`src/rtl/register_status_file.sv`:
```
// Architectural register status file: per-register value plus a busy/tag pair that
// marks registers still waiting on an in-flight ROB entry, with a commit-bus read bypass.
module register_status_file (
    input  logic        i_clk,
    input  logic        i_rst_n,
    input  logic        i_rdy,
    input  logic        i_rob_flush,
    input  logic        i_rename_flag,
    input  logic [3:0]  i_rename_tag,
    input  logic [4:0]  i_rename_reg,
    input  logic        i_rename_writes_rd,
    input  logic        i_commit_flag,
    input  logic [3:0]  i_commit_rename,
    input  logic [4:0]  i_commit_dest,
    input  logic [31:0] i_commit_value,
    input  logic        i_commit_is_branch,
    input  logic        i_commit_is_store,
    input  logic [4:0]  i_rs1_addr,
    input  logic [4:0]  i_rs2_addr,
    output logic [31:0] o_rs1_value,
    output logic [31:0] o_rs2_value,
    output logic        o_rs1_busy,
    output logic        o_rs2_busy,
    output logic [3:0]  o_rs1_tag,
    output logic [3:0]  o_rs2_tag,
    output logic [31:0] o_commit_count
);

    logic [31:0] r_value [32];
    logic        r_busy  [32];
    logic [3:0]  r_tag   [32];
    logic [31:0] r_commit_count;

    logic        w_commit_wr;
    logic        w_rename_wr;

    logic [4:0]  w_rd_addr  [2];
    logic [31:0] w_rd_value [2];
    logic        w_rd_busy  [2];
    logic [3:0]  w_rd_tag   [2];

    // Branches, stores and x0 never update the value array; a flush drops the rename.
    assign w_commit_wr = i_commit_flag & ~i_commit_is_branch & ~i_commit_is_store
                       & (i_commit_dest != 5'd0);
    assign w_rename_wr = i_rename_flag & i_rename_writes_rd & (i_rename_reg != 5'd0)
                       & ~i_rob_flush;

    always_ff @(posedge i_clk or negedge i_rst_n) begin
        if (!i_rst_n) begin
            r_commit_count <= '0;
            for (int i = 0; i < 32; i++) begin
                r_value[i] <= '0;
                r_busy[i]  <= 1'b0;
                r_tag[i]   <= '0;
            end
        end else if (i_rdy) begin
            if (i_commit_flag) begin
                r_commit_count <= r_commit_count + 32'd1;
            end
            if (w_commit_wr) begin
                r_value[i_commit_dest] <= i_commit_value;
            end
            // Entry 0 is never touched so it holds its reset value of all zeros.
            for (int i = 1; i < 32; i++) begin
                if (i_rob_flush) begin
                    r_busy[i] <= 1'b0;
                end else if (w_rename_wr && (i_rename_reg == 5'(i))) begin
                    r_busy[i] <= 1'b1;
                    r_tag[i]  <= i_rename_tag;
                end else if (w_commit_wr && (i_commit_dest == 5'(i)) && r_busy[i]
                             && (r_tag[i] == i_commit_rename)) begin
                    r_busy[i] <= 1'b0;
                end
            end
        end
    end

    assign w_rd_addr[0] = i_rs1_addr;
    assign w_rd_addr[1] = i_rs2_addr;

    // A matching commit is forwarded only when it will actually land on this edge.
    always_comb begin
        for (int p = 0; p < 2; p++) begin
            w_rd_value[p] = '0;
            w_rd_busy[p]  = 1'b0;
            w_rd_tag[p]   = '0;
            if (w_rd_addr[p] != 5'd0) begin
                w_rd_value[p] = r_value[w_rd_addr[p]];
                w_rd_busy[p]  = r_busy[w_rd_addr[p]];
                w_rd_tag[p]   = r_tag[w_rd_addr[p]];
                if (i_rdy && w_commit_wr && (i_commit_dest == w_rd_addr[p])
                    && r_busy[w_rd_addr[p]]
                    && (r_tag[w_rd_addr[p]] == i_commit_rename)) begin
                    w_rd_value[p] = i_commit_value;
                    w_rd_busy[p]  = 1'b0;
                end
            end
        end
    end

    assign o_rs1_value    = w_rd_value[0];
    assign o_rs1_busy     = w_rd_busy[0];
    assign o_rs1_tag      = w_rd_tag[0];
    assign o_rs2_value    = w_rd_value[1];
    assign o_rs2_busy     = w_rd_busy[1];
    assign o_rs2_tag      = w_rd_tag[1];
    assign o_commit_count = r_commit_count;

endmodule

```
`config.mk`:
```
export PLATFORM = sky130hd
export DESIGN_NAME = register_status_file
export DESIGN_NICKNAME = d
export VERILOG_FILES = /design/src/rtl/register_status_file.sv
export SDC_FILE = /design/constraint.sdc
export NUM_CORES = 2
export LEC_CHECK = 0
export CAP_MARGIN = 25
export CORE_ASPECT_RATIO = 0.9
export CORE_UTILIZATION = 30
export CTS_BUF_LIST = sky130_fd_sc_hd__clkbuf_2 sky130_fd_sc_hd__clkbuf_4 sky130_fd_sc_hd__clkbuf_8
export DETAILED_ROUTE_END_ITERATION = 10
export GPL_TIMING_DRIVEN = 0
export PLACE_DENSITY = 0.46
export SYNTH_ARGS = -nofsm -noshare
export SYNTH_HDL_FRONTEND = slang
export SYNTH_SLANG_ARGS = --single-unit
export TNS_END_PERCENT = 10
```
`constraint.sdc`:
```
create_clock -name i_clk -period 5.01 [get_ports i_clk]
set_input_delay 1.002 -clock i_clk [delete_from_list [all_inputs] [get_ports i_clk]]
set_output_delay 1.002 -clock i_clk [all_outputs]
set_load 0.03 [all_outputs]
```
# Word level (Yosys, flattened, before mapping)
# Index checks and enable logic that the tools add are counted.
# op_classes
n_reduce_logical,231
n_mux,124
n_lt_le_gt_ge,4
n_eq_ne,97
n_addsub,1
bitwise,12
# op_table
cell,count
1024-bit bitwise mux,1
32-bit binary-select mux with 5-bit select,2
32-bit 2-to-1 mux,9
32-bit demux with 5-bit select,1
"5-bit == test, second input constant",32
4-bit == test,33
1-bit logical AND,132
1-bit 2-to-1 mux,101
3-bit AND reduction,31
3-bit nonzero test,31
"5-bit by 4-bit == test with 1-bit output, second input constant",16
2-bit AND reduction,33
4-bit binary-select mux with 5-bit select,2
"5-bit by 3-bit == test with 1-bit output, second input constant",8
"32-bit by 1-bit adder with 32-bit output, second input constant",1
4-bit 2-to-1 mux,6
"5-bit by 2-bit == test with 1-bit output, second input constant",4
5-bit nonzero test,4
"6-bit greater-or-equal comparator, second input constant",3
5-bit inverter with 6-bit output,3
1-bit binary-select mux with 5-bit select,2
"5-bit by 1-bit == test with 1-bit output, second input constant",2
5-bit == test,2
1-bit AND,6
2 further kinds,4
# totals
ff_bits,1211
output_inout_bits,106
inputBits,69

# Longest topological paths before layout
# logic_depth
depth_word,10
depth_mapped,12
ltp_nobuf,7

# Worst setup path after synthesis
# Ideal clock, no wire load.
# synth_path
path_type,input to output
start,input port i_rs1_addr[1]
end,output port o_rs1_value[0]
arrival_time_ns,4.000
cell_stages,10
path_slack_ns,0.008
required_time_ns,4.008
path_buffers,4
path_cell_list,buf_6 -> buf_4 -> buf_2 -> mux4_2 -> a31oi_1 -> o221ai_1 -> xor2_1 -> nor4_4 -> buf_6 -> mux2i_1
# synth_between
elab_chain_len,8
# synth_rtl
item,line_no,rtl
"start, declared",18,"input logic [4:0] i_rs1_addr,"
5-bit inverter with 6-bit output (not written as such),"88, 92, 93",
4-bit binary-select mux with 5-bit select or 1-bit binary-select mux with 5-bit select (tied branches),"93, 92",
4-bit 2-to-1 mux (not written as such) or 1-bit 2-to-1 mux (tied branches) (2 in a row),"93, 92",
4-bit == test or 1-bit logical AND (tied branches),"93, 92",
1-bit logical AND,93,&& (r_tag[w_rd_addr[p]] == i_commit_rename)) begin
32-bit 2-to-1 mux,91,if (i_rdy && w_commit_wr && (i_commit_dest == w_rd_addr[p])
32-bit 2-to-1 mux *,87,if (w_rd_addr[p] != 5'd0) begin
"end, declared",20,"output logic [31:0] o_rs1_value,"
# Mark *: on every way between the ends. The rest lies on a longest branch, timed or not. The select of a mux whose other input is x is not followed.

# Worst setup path after layout
# layout_path
start,input port i_rs2_addr[1]
end,output port o_rs2_value[2]
# layout_between
elab_chain_len,8
# layout_rtl
item,line_no,rtl
"start, declared",19,"input logic [4:0] i_rs2_addr,"
5-bit inverter with 6-bit output (not written as such),"88, 92, 93",
4-bit binary-select mux with 5-bit select or 1-bit binary-select mux with 5-bit select (tied branches),"93, 92",
4-bit 2-to-1 mux (not written as such) or 1-bit 2-to-1 mux (tied branches) (2 in a row),"93, 92",
4-bit == test or 1-bit logical AND (tied branches),"93, 92",
1-bit logical AND,93,
32-bit 2-to-1 mux,91,
32-bit 2-to-1 mux *,87,
"end, declared",21,"output logic [31:0] o_rs2_value,"
# Marks and branches as above.

==> impl_metrics.yaml <==
outcome:
  status: "complete, but fails checks"
  violations: "setup timing"
floorplan:
  core_mm2: 0.220
  pin_count: 175
  die_h_um: 449
  die_x_um: 499
  row_count: 163
  initial_core_util_pct: 30.3
  fp.dieArea_mm2: 0.224
finish:
  seq_area_mm2: 0.0303
  num-nets-final: 4971
  area_growth_pct: 21.7
  multiInputGateArea_mm2: 0.0352
  drive_above_1_share_pct: 55.8
  fin_util_pct: 36.9
  fillers: 20982
  final_cells: 7974
synth:
  synth_seq_cells: 1211
  synthCells: 4355
  synth.area.top_cells: "dfrtp_1 45%, mux4_2 24%, mux2_2 19%"
  synth.avg_cell_area_um2: 15.3
  synth_common_cells: "1211 x dfrtp_1, 1133 x mux2_2, 705 x mux4_2, 247 x clkbuf_1, 170 x nand2_1"
  ys_seq_area_share_pct: 45.5
  yosys_warnings: 5
  ys_types: 60
  syn_area_mm2: 0.0666
  synth_fp_nets: 4425
  synthArstFlopShare_pct: 100
  yosys_most_used_dff: "dfrtp_1"
  synth_top_area_share_pct: 45.5
  yosysTopAreaCell: "dfrtp_1"
  synth_edf_count: 0
  yosysMostFrequentCell: "dfrtp_1"
critical_path:
  slowest_delay_ns: 0.47
  worst_ep_arrival_time_ns: 4.32
  critPathSlowestCell: "mux4_2"
  path_buf_inv: 8
  required_ns: 4.01
  path_class: "in2out"
  cp_max_fo: 10
  critPathLaunchType: "input pin"
  cp_top_family: "buffers and inverters"
  critPathMostFrequentCell: "buf_4"
  crit_chain: "buf_4 > buf_6 > buf_8 > buf_8 > buf_4 > buf_6 > buf_12 > mux4_2 > mux4_2 > o211ai_1 > mux2i_4 > buf_4"
  endpoint_kind: "output pin"
job:
  cap_violations: 0
placed_design:
  dp_slack_ns: -3.42
  dp_hpwl_mm: 199
  io_buffer_count: 162
  routabilityCongestion: 0.937
  dp_cells: 7512
clock_network:
  clk_pin_slew_ns: 0.05
  cts_buffer_depth: 3
  cts_tree: "yes"
  htreeDepth: 4
  cts.sinks: 1211
  numCtsBuffers: 221
  root_buffer: "clkbuf_8"
  clock_latency_ns: 0.99
global_routing:
  top_usage_layer: "met2"
  met3_usage_pct: 4.86
  grt_usage_pct: 24.6
  grt_pass1_wl_mm: 383
  grt-ovfl-total: 0
  use_met2_pct: 37.4
  grt_max_degree: 149
  antenna_found_initial: 10
  grt_pass1_vias: 46218
  grt_use_met1_pct: 34.2
min_path:
  worstHoldPathType: "reg2reg"
pwr:
  p_leak_nw: 35.9
  p_per_area_mw_per_mm2: 301
  ir_drop_v: 0.000202
detailed_routing:
  vias_per_cell: 5.69
  wirelength_mm: 277
  vias: 45366
  detail-route-antenna-nets: 0
  drc: 0
  drtIter0Drc: 4343
  wire_per_inst_um: 34.7
  dr.pass1.iters: 8
sta:
  worst_pin_slew_ns: 1.13
  min_period_over_period_pct: 106
  clock_skew_ns: 0.0543
  report.final.setup_viol: 66
  hold_violations: 0
  period_needed_ns: 5.32
  slew_headroom_pct: 24.6
  fmax_mhz: 188
  rsz0062_at_grt: "yes"
  finalWorstSetupSlack_ns: -0.309
  slew_viol_final: 0
## cells in the final DEF, fill, tap and decap left out, types with 63 or more instances in the layout
| master | netlist | layout |
|---|---|---|
| nand2_1 | 170 | 170 |
| clkbuf_4 | 0 | 103 |
| mux4_2 | 705 | 705 |
| mux2_2 | 1133 | 1130 |
| mux2i_4 | 0 | 63 |
| buf_1 | 107 | 80 |
| o211ai_1 | 84 | 84 |
| clkdlybuf4s50_1 | 0 | 89 |
| clkbuf_1 | 247 | 179 |
| buf_8 | 1 | 110 |
| buf_4 | 7 | 84 |
| buf_6 | 14 | 99 |
| dfrtp_1 | 1211 | 1202 |
| xnor2_1 | 107 | 107 |
| clkbuf_8 | 0 | 285 |
## power by group
part	internal [mW]	leakage, nW	switching, mW	total, mW
registers	10.2	16.7	0.375	10.6
logic	1.53	16.7	1.87	3.40
clock network	5.76	2.55	4.59	10.3
total	17.5	35.9	6.83	24.4
## per-stage QoR
step	TNS [ns]	total power, mW	hold WS (ns)	area, um2
finish	-12.93	24.4	0.472	81000
global route	-15.90	25.3	0.495	81000
CTS	-17.81	24.6	0.474	80500
detailed placement	-186.23	14.0	0.463	73700
global placement	-	13.9	0.453	71800
floorplan	0	12.5	0.441	66600
## cell families (layout without fill, tap and decap cells)
family                     after synthesis  count (layout)  share of synthesized area [%]
muxes                                 1921            1921                           44.2
DFF                                   1211            1211                           45.5
AOI/OAI and AO/OA                      148             148                           1.68
xor gates and xnor gates               170             170                           2.24
buffers and inverters                  482            1200                           3.11
adders and majority gates                1               1                         0.0188
and+or+nand+nor                        422             422                           3.22
other                                    0              14                              0
## path summary, 6_finish.rpt
kind                                     from  cells after the start  slack (ns)                 end
min in group asynchronous             i_rst_n                      2        0.59        r_value[986]
min                        o_commit_count[31]                      1        0.47  o_commit_count[31]
max reg2reg                 o_commit_count[7]                      8        2.64  o_commit_count[29]
max                             i_rs2_addr[1]                     12       -0.31      o_rs2_value[2]
min reg2reg                o_commit_count[31]                      1        0.47  o_commit_count[31]
max in group asynchronous             i_rst_n                      5        2.22        r_value[939]
## per-layer routing
layer | vias up | wire [um]
met5 | - | 0
met1 | 24931 | 120000
met4 | 0 | 13100
met3 | 537 | 19300
li1 | 17946 | -
met2 | 1952 | 124000
## what timing repair did
item                       CTS  global route
pin swaps                    5            10
setup endpoints to repair   71            66
setup buffers               11            36
hold buffers                 1             0
cloned                       3             0
hold endpoints to repair    91             0
gates resized for setup    884            97
## sequential cells by signal, summed over array words and instances, names as in the netlist
| register | count |
|---|---|
| r_value | 1024 |
| r_tag | 124 |
| r_busy | 31 |
| o_commit_count | 32 |
## area by class of cell
class	count	share of cell area [%]
multi-input cells	2662	43.4
flip-flops and latches	1211	37.4
clock buffers	363	5.51
repair buffers	324	5.04
well taps	2887	4.46
plain buffers	470	3.69
clock inverters	32	0.394
inverters	11	0.0587
diodes	14	0.0432
No activity file was read; power rests on OpenSTA's default activity.
